### src/rtl/mem_bus_arbiter_pkg.sv
// Shared definitions for the IF/MEM memory bus arbiter: FSM states, grant
// encodings, access size codes and the round-robin tie-break helper.
package mem_bus_arbiter_pkg;

   // Transaction FSM: one outstanding bus transaction at most.
   typedef enum logic [1:0] {
      ST_IDLE = 2'd0,   // no transaction in progress
      ST_ADDR = 2'd1,   // bus_req high, waiting for bus_addr_ok
      ST_WAIT = 2'd2    // address accepted, waiting for bus_data_ok
   } state_e;

   // Which pipeline side owns the current (or last) transaction.
   typedef enum logic {
      GNT_INST = 1'b0,
      GNT_DATA = 1'b1
   } grant_e;

   // Bus access size codes.
   localparam logic [1:0] SZ_BYTE = 2'd0;
   localparam logic [1:0] SZ_HALF = 2'd1;
   localparam logic [1:0] SZ_WORD = 2'd2;

   // Round-robin pick: a lone requester always wins; on a tie the side that
   // did not win last time is served.
   function automatic grant_e pick_grant(input logic   inst_req,
                                         input logic   data_req,
                                         input grant_e last_grant);
      grant_e g;
      if (inst_req && data_req) begin
         g = (last_grant == GNT_INST) ? GNT_DATA : GNT_INST;
      end else if (data_req) begin
         g = GNT_DATA;
      end else begin
         g = GNT_INST;
      end
      return g;
   endfunction

endpackage

### src/rtl/mem_bus_arbiter.sv
// Arbitrates the single sram-like memory bus between instruction fetch and
// the MEM-stage load/store path. Round-robin grant, registered bus outputs,
// registered read data with a one-cycle done pulse per side.
module mem_bus_arbiter
   import mem_bus_arbiter_pkg::*;
#(
   parameter int AW = 32,
   parameter int DW = 32
) (
   input  logic          clk,
   input  logic          rst,
   // instruction fetch side
   input  logic          inst_req,
   input  logic [AW-1:0] inst_addr,
   output logic [DW-1:0] inst_rdata,
   output logic          inst_done,
   // MEM-stage load/store side
   input  logic          data_req,
   input  logic          data_wr,
   input  logic [1:0]    data_size,
   input  logic [AW-1:0] data_addr,
   input  logic [3:0]    data_wstrb,
   input  logic [DW-1:0] data_wdata,
   output logic [DW-1:0] data_rdata,
   output logic          data_done,
   // pipeline stalls
   output logic          stall_if,
   output logic          stall_mem,
   // external bus
   output logic          bus_req,
   output logic          bus_wr,
   output logic [1:0]    bus_size,
   output logic [AW-1:0] bus_addr,
   output logic [3:0]    bus_wstrb,
   output logic [DW-1:0] bus_wdata,
   input  logic          bus_addr_ok,
   input  logic          bus_data_ok,
   input  logic [DW-1:0] bus_rdata
);

   state_e        state_q, state_d;
   grant_e        grant_q, grant_d;
   grant_e        last_grant_q, last_grant_d;

   logic          bus_req_q,   bus_req_d;
   logic          bus_wr_q,    bus_wr_d;
   logic [1:0]    bus_size_q,  bus_size_d;
   logic [AW-1:0] bus_addr_q,  bus_addr_d;
   logic [3:0]    bus_wstrb_q, bus_wstrb_d;
   logic [DW-1:0] bus_wdata_q, bus_wdata_d;

   logic          inst_done_q,  inst_done_d;
   logic          data_done_q,  data_done_d;
   logic [DW-1:0] inst_rdata_q, inst_rdata_d;
   logic [DW-1:0] data_rdata_q, data_rdata_d;

   logic          complete;

   // State and output registers; a reset abandons any transaction in flight.
   always_ff @(posedge clk or negedge rst) begin
      if (!rst) begin
         state_q      <= ST_IDLE;
         grant_q      <= GNT_INST;
         last_grant_q <= GNT_INST;
         bus_req_q    <= 1'b0;
         bus_wr_q     <= 1'b0;
         bus_size_q   <= 2'd0;
         bus_addr_q   <= '0;
         bus_wstrb_q  <= 4'b0;
         bus_wdata_q  <= '0;
         inst_done_q  <= 1'b0;
         data_done_q  <= 1'b0;
         inst_rdata_q <= '0;
         data_rdata_q <= '0;
      end else begin
         state_q      <= state_d;
         grant_q      <= grant_d;
         last_grant_q <= last_grant_d;
         bus_req_q    <= bus_req_d;
         bus_wr_q     <= bus_wr_d;
         bus_size_q   <= bus_size_d;
         bus_addr_q   <= bus_addr_d;
         bus_wstrb_q  <= bus_wstrb_d;
         bus_wdata_q  <= bus_wdata_d;
         inst_done_q  <= inst_done_d;
         data_done_q  <= data_done_d;
         inst_rdata_q <= inst_rdata_d;
         data_rdata_q <= data_rdata_d;
      end
   end

   // Next-state logic: grant in IDLE, walk the address/data handshake, and
   // on completion capture read data and schedule the done pulse.
   always_comb begin
      state_d      = state_q;
      grant_d      = grant_q;
      last_grant_d = last_grant_q;
      bus_req_d    = bus_req_q;
      bus_wr_d     = bus_wr_q;
      bus_size_d   = bus_size_q;
      bus_addr_d   = bus_addr_q;
      bus_wstrb_d  = bus_wstrb_q;
      bus_wdata_d  = bus_wdata_q;
      inst_done_d  = 1'b0;
      data_done_d  = 1'b0;
      inst_rdata_d = inst_rdata_q;
      data_rdata_d = data_rdata_q;
      complete     = 1'b0;

      case (state_q)
         ST_IDLE: begin
            // Requests are still high while their done pulse is visible, so
            // both sides are ignored in that cycle to avoid a repeat access.
            if ((inst_req || data_req) && !(inst_done_q || data_done_q)) begin
               grant_d   = pick_grant(inst_req, data_req, last_grant_q);
               bus_req_d = 1'b1;
               state_d   = ST_ADDR;
               if (grant_d == GNT_INST) begin
                  bus_wr_d    = 1'b0;
                  bus_size_d  = SZ_WORD;
                  bus_addr_d  = inst_addr;
                  bus_wstrb_d = 4'b0;
                  bus_wdata_d = '0;
               end else begin
                  bus_wr_d    = data_wr;
                  bus_size_d  = data_size;
                  bus_addr_d  = data_addr;
                  bus_wstrb_d = data_wr ? data_wstrb : 4'b0;
                  bus_wdata_d = data_wdata;
               end
            end
         end
         ST_ADDR: begin
            // data_ok without addr_ok is a slave protocol error and is ignored.
            if (bus_addr_ok) begin
               bus_req_d = 1'b0;
               if (bus_data_ok) begin
                  complete = 1'b1;
               end else begin
                  state_d = ST_WAIT;
               end
            end
         end
         ST_WAIT: begin
            if (bus_data_ok) begin
               complete = 1'b1;
            end
         end
         default: begin
            state_d   = ST_IDLE;
            bus_req_d = 1'b0;
         end
      endcase

      if (complete) begin
         state_d      = ST_IDLE;
         last_grant_d = grant_q;
         if (grant_q == GNT_INST) begin
            inst_rdata_d = bus_rdata;
            inst_done_d  = 1'b1;
         end else begin
            data_rdata_d = bus_rdata;
            data_done_d  = 1'b1;
         end
      end
   end

   assign bus_req    = bus_req_q;
   assign bus_wr     = bus_wr_q;
   assign bus_size   = bus_size_q;
   assign bus_addr   = bus_addr_q;
   assign bus_wstrb  = bus_wstrb_q;
   assign bus_wdata  = bus_wdata_q;

   assign inst_done  = inst_done_q;
   assign data_done  = data_done_q;
   assign inst_rdata = inst_rdata_q;
   assign data_rdata = data_rdata_q;

   assign stall_if   = inst_req & ~inst_done_q;
   assign stall_mem  = data_req & ~data_done_q;

   // Address-phase fields must not move while the slave has not accepted them.
   property p_addr_hold;
      @(posedge clk) disable iff (!rst)
         (state_q == ST_ADDR && !bus_addr_ok) |=>
            (bus_req_q && $stable(bus_addr_q) && $stable(bus_wr_q) &&
             $stable(bus_size_q) && $stable(bus_wstrb_q) && $stable(bus_wdata_q));
   endproperty
   a_addr_hold: assert property (p_addr_hold);

   // Only one transaction completes at a time, so done pulses never overlap.
   a_done_excl: assert property (@(posedge clk) disable iff (!rst)
                                 !(inst_done_q && data_done_q));

endmodule

### config.mk
export PLATFORM = sky130hd
export DESIGN_NAME = mem_bus_arbiter
export DESIGN_NICKNAME = d
export VERILOG_FILES = /design/src/rtl/mem_bus_arbiter_pkg.sv /design/src/rtl/mem_bus_arbiter.sv
export SDC_FILE = /design/constraint.sdc
export NUM_CORES = 1
export LEC_CHECK = 0
export ABC_AREA = 1
export BUFFER_PORTS_ARGS = -buffer_cell sky130_fd_sc_hd__buf_4
export CAP_MARGIN = 5
export CORE_ASPECT_RATIO = 0.6
export CORE_MARGIN = 1
export CORE_UTILIZATION = 40
export DETAILED_ROUTE_END_ITERATION = 7
export GPL_TIMING_DRIVEN = 0
export PLACE_DENSITY_LB_ADDON = 0.05
export SLEW_MARGIN = 5
export SYNTH_ARGS = -nofsm -noshare
export SYNTH_HDL_FRONTEND = slang
export SYNTH_SLANG_ARGS = --single-unit
### constraint.sdc
create_clock -name clk -period 1.98 [get_ports clk]
set_clock_uncertainty 0.1 [all_clocks]
set_input_delay 0.099 -clock clk [delete_from_list [all_inputs] [get_ports clk]]
set_output_delay 0.099 -clock clk [all_outputs]
set_load 0.01 [all_outputs]
==> results.md <==
Worst setup path:
- The nature of the critical path startpoint is a flip-flop.
- The launching element of the worst setup path is state_q[0]$_DFFE_PN0P_.
- The critical path data required time is 2.23 ns.
- The critical path data arrival time is 2.06 ns.
- Along the worst path, the maximum fanout reaches 10.
- The worst register-to-register path begins at state_q[0]$_DFFE_PN0P_.
- The family of cells with the greatest summed delay on the critical path is simple AND/OR/NAND/NOR gates.
- The number of buffer and inverter stages on the critical path is 3.
- The worst setup path category is flip-flop to flip-flop.
- The stage delay of the slowest cell on the critical path is 0.38 ns.
- The largest individual stage delay along the critical path comes from the cell dfrtp_1.
- The most used cell along the critical path is nand2_1.
- The kind of end point of the critical path is a flip-flop.
- The signal on the critical path passes through inv_1, ha_1, nand2_1, inv_1, nand2_2, nor2_4, clkbuf_4, nand2_1, nand2_1.

Power and ir drop:
- The share of total power dissipated in sequential elements is 0.329.
- The analysis attributes to cell leakage a power of 5.39 nW.
- Of the total power, combinational logic draws 0.429.
- The internal power is roughly 0.0095 W.
- The analysis attributes to net switching a power of 0.00548 W.
- In this run the power density over the cells is around 1400 mW/mm^2.
- Of the total power, the share spent switching nets is 0.366.
- The clock network fraction of total power is 0.242.
- Across the VDD grid, the largest voltage drop is 0.624 mV.

Logic synthesis:
- Synthesis produced 674 cells.
- The synthesized-area fraction occupied by ao, oa, aoi and oai cells is 0.114.
- In the post-synthesis netlist, the cell with the most instances is nand2_1.
- In this run, synthesis produced a sequential element count of 142.
- The number of nets in the synthesized netlist is 818.
- The synthesized design spends more area on one cell type than any other, namely dfrtp_1.
- Of the total synthesized cell area, the portion taken by full adders, half adders and majority gates is 0.00630.
- The number of flops mapped to enable cells by yosys is 0.
- Measured against the total synthesized area, the mux share comes to 0.
- Summing every instance area after synthesis gives 0.00596 sq mm.
- The synthesized netlist contains 21 unique library cells.
- Of the total synthesized cell area, the portion taken by XOR and XNOR cells is 0.
- In the synthesized netlist the dominant register cell turns out to be dfrtp_1.
- The average instance in the mapped netlist occupies 8.84 sq um.
- The simple logic cell fraction of the synthesized area is 0.234.
- For this run, the number of Yosys warnings is 0.
- The portion of the post-synthesis area used by sequential elements is 0.596.
- For this run, asynchronously set or reset flops after synthesis account for 1.00.
- Ranked by instance count, the synthesized netlist is headed by nand2_1, dfrtp_1, o21ai_0.
- In the post-synthesis netlist, the biggest area contributors are dfrtp_1, nand2_1, o21ai_0, o21ai_1, nor2_1.
- The combinational family with the most area after synthesis is simple AND/OR/NAND/NOR gates.
- The share of Yosys cell area claimed by the top area cell type is 0.596.

Placement:
- The total placed cells including tap cells is 1153.
- The half-perimeter wire length of the detailed placement result is 13300 um.
- The count of buffers added on input and output ports is 280.
- The global placement routability congestion is approximately 0.79.

Layout:
- The number of nets at the end of the flow is 1254.
- The count of cells in the finished layout, fillers not included, comes to 1319.
- In the final layout, the share of cells above drive strength 1 is 0.324.
- The signed area change from the synthesized netlist to the final layout is 74.2%.
- The number of fill cells is between 1000 and 1500.
- 0 antenna diodes ended up in the layout.

Timing:
- The number of setup violations in the final report is 0.
- The hold violation count in the final report was 0.
- In the finished design, the share of the clock period the worst path needs comes to 0.915.
- The worst path in the final design needs a cycle of 1.81 ns, including I/O delays and setup.
- Setup repair after global routing left no endpoint under its margin.
- The worst-case headroom to the max-slew limit is 0.621.
- The number of slew-limit violations in the final report came to 0.
- For this run, the top clock speed supported by timing is around 550 MHz.
- At the pin with the least slew margin, the transition time is 0.568 ns.
- Summed over all failing endpoints, the final setup total negative slack is 0 ns.

Die:
- Measured along the x axis, the die boundary spans approximately 160 um.
- 281 I/O pins were placed.
- The die outline area is about 0.015 sq mm.
- The die is slightly below 100 um tall.
- The core region area is ~0.015 sq mm.
- The initial cell density of the core is 0.411.
- The standard-cell row count is 34.

Clocking:
- Clock latency on the worst-skew pair, taken at its later pin, is 0.41 ns.
- After clock tree synthesis, the clock-pin slew on the worst setup and hold paths is roughly 0.060 ns.
- In this run the number of H-tree levels came out at 4.
- The cell sitting at the root of the clock tree is a clkbuf_16.
- TritonCTS created 17 clock buffers.
- The maximum count of clock buffers along a single path is 2.
- TritonCTS built the clock tree.
- The total number of clock tree sinks is 142.

Outcome:
- The run finished with clean final reports.

GRT:
- Entering global routing, the biggest net connects 85 pins.
- In the global route stage, overall resource usage came out at 0.268.
- The via count of the first global-routing pass is 6129.
- The initial antenna violation count is 0.
- The first global-routing pass estimated 31700 um of wire.
- The overall overflow remaining after global route is 0.

Run:
- The max-cap violation count is 0.

Worst hold path:
- In this run the most critical hold path is launched from bus_data_ok.
- The worst hold path belongs to the class primary input to flip-flop.

Detailed routing:
- The routed layout has about 6300 vias.
- For this block, the initial DRC count from the detailed router was slightly above 400.
- The wire length reported by the detailed router is 20400 um.
- The detailed-router iteration count before antenna repair is 5.
- The average via count per standard cell is 4.75.
- In this run the remaining antenna-violating nets after routing total 0.
- The routed wire length per instance is 15.4 um.
- After detailed routing, the number of remaining DRC violations is 0.
## power groups by stage
stage	clock network, W	registers (W)	logic (W)
final	0.00361	0.00492	0.00642
after floorplan	0	0.00545	0.00241
after global placement	0	0.00489	0.00608
after detailed placement	0	0.00492	0.00614
after global routing	0.00377	0.00507	0.00711
after CTS	0.00367	0.00490	0.00636
## cell usage in the layout (no fill, tap or decap)
cell,count
nand2_2,2
bufinv_16,6
nor2_2,1
nand3_2,10
dfrtp_1,142
inv_2,3
buf_8,1
dlygate4sd3_1,136
clkbuf_2,4
ha_1,3
buf_1,2
clkbuf_1,9
inv_6,2
clkinv_2,1
clkinv_4,4
inv_1,11
nor2_4,3
o21ai_0,101
nand4_1,1
o21ai_1,33
buf_6,4
nor2_1,38
a21oi_2,1
clkbuf_16,17
nand2_1,256
buf_4,287
buf_16,1
buf_2,13
clkbuf_4,3
nand3_1,26
## stage by stage
| step | total power, W | hold WS, ns | setup slack (ns) | utilization | instance area, sq um |
|---|---|---|---|---|---|
| 4_1_cts | 0.0149 | 0.0119 | 0.132 | 0.715 | 10400 |
| 2_1_floorplan | 0.00786 | -0.297 | 0.466 | - | 5960 |
| 5_1_grt | 0.0160 | 0.0857 | 0.000425 | 0.715 | 10400 |
| 3_5_place_dp | 0.0111 | 0.0126 | 0.155 | 0.575 | 8340 |
| 3_3_place_gp | 0.0110 | 0.197 | 0.0435 | 0.573 | 8310 |
| 6_report | 0.0149 | 0.0340 | 0.168 | 0.715 | 10400 |
## sequential cells by signal, indices dropped and copies added (netlist names), 2 cells and up
register    count
data_rdata     32
inst_rdata     32
bus_size        2
bus_wdata      32
state_q         2
bus_wstrb       4
bus_addr       32
## logic make-up after synthesis
kind of cell             count (synthesis)
flip-flops                             142
buffers and inverters                   57
AO/OA/AOI/OAI                          135
adder cells (fa/ha/maj)                  3
AND/OR/NAND/NOR                        337
## per-layer routing
metal	track usage	routed length, um	vias up
li1	-	-	3051
met1	0.360	9540	2969
met2	0.426	9210	214
met3	0.0589	1130	33
met4	0.109	473	0
met5	0	0	-
## worst paths after layout
kind / to / slack (ns) / cells after the start
setup / recovery: inst_rdata[21]$_DFFE_PN0P_ / 0.17 / 9
hold / removal: state_q[0]$_DFFE_PN0P_ / 0.03 / 5
setup reg to reg: inst_rdata[21]$_DFFE_PN0P_ / 0.17 / 9
hold reg to reg: bus_wstrb[1]$_DFFE_PN0P_ / 0.38 / 2
max in group asynchronous: state_q[1]$_DFFE_PN0P_ / 0.80 / 3
min in group asynchronous: data_rdata[7]$_DFFE_PN0P_ / 0.15 / 2
## final cells by class
| cell class | instances | area, sq um | share of cell area |
|---|---|---|---|
| sequential | 142 | 3550 | 0.342 |
| timing repair buffer | 417 | 3490 | 0.337 |
| multi-input combinational | 475 | 2110 | 0.203 |
| clock buffer | 17 | 425 | 0.0410 |
| buffer | 43 | 258 | 0.0248 |
| tap | 198 | 248 | 0.0239 |
| clock inverter | 13 | 238 | 0.0229 |
| inverter | 14 | 52.6 | 0.00506 |
## repair_timing
item	4_1_cts	5_1_grt
hold buffers	136	0
endpoints found under the setup margin	0	47
hold endpoints to repair	193	0
setup buffers	0	0
resized for setup	0	14
## tightest hold or removal path: cells and delay by family
kind                   cells  cell delay (ns)
AND/OR/NAND/NOR            4             0.32
buffers and inverters      1             0.09
No activity file was read; power rests on OpenSTA's default activity.
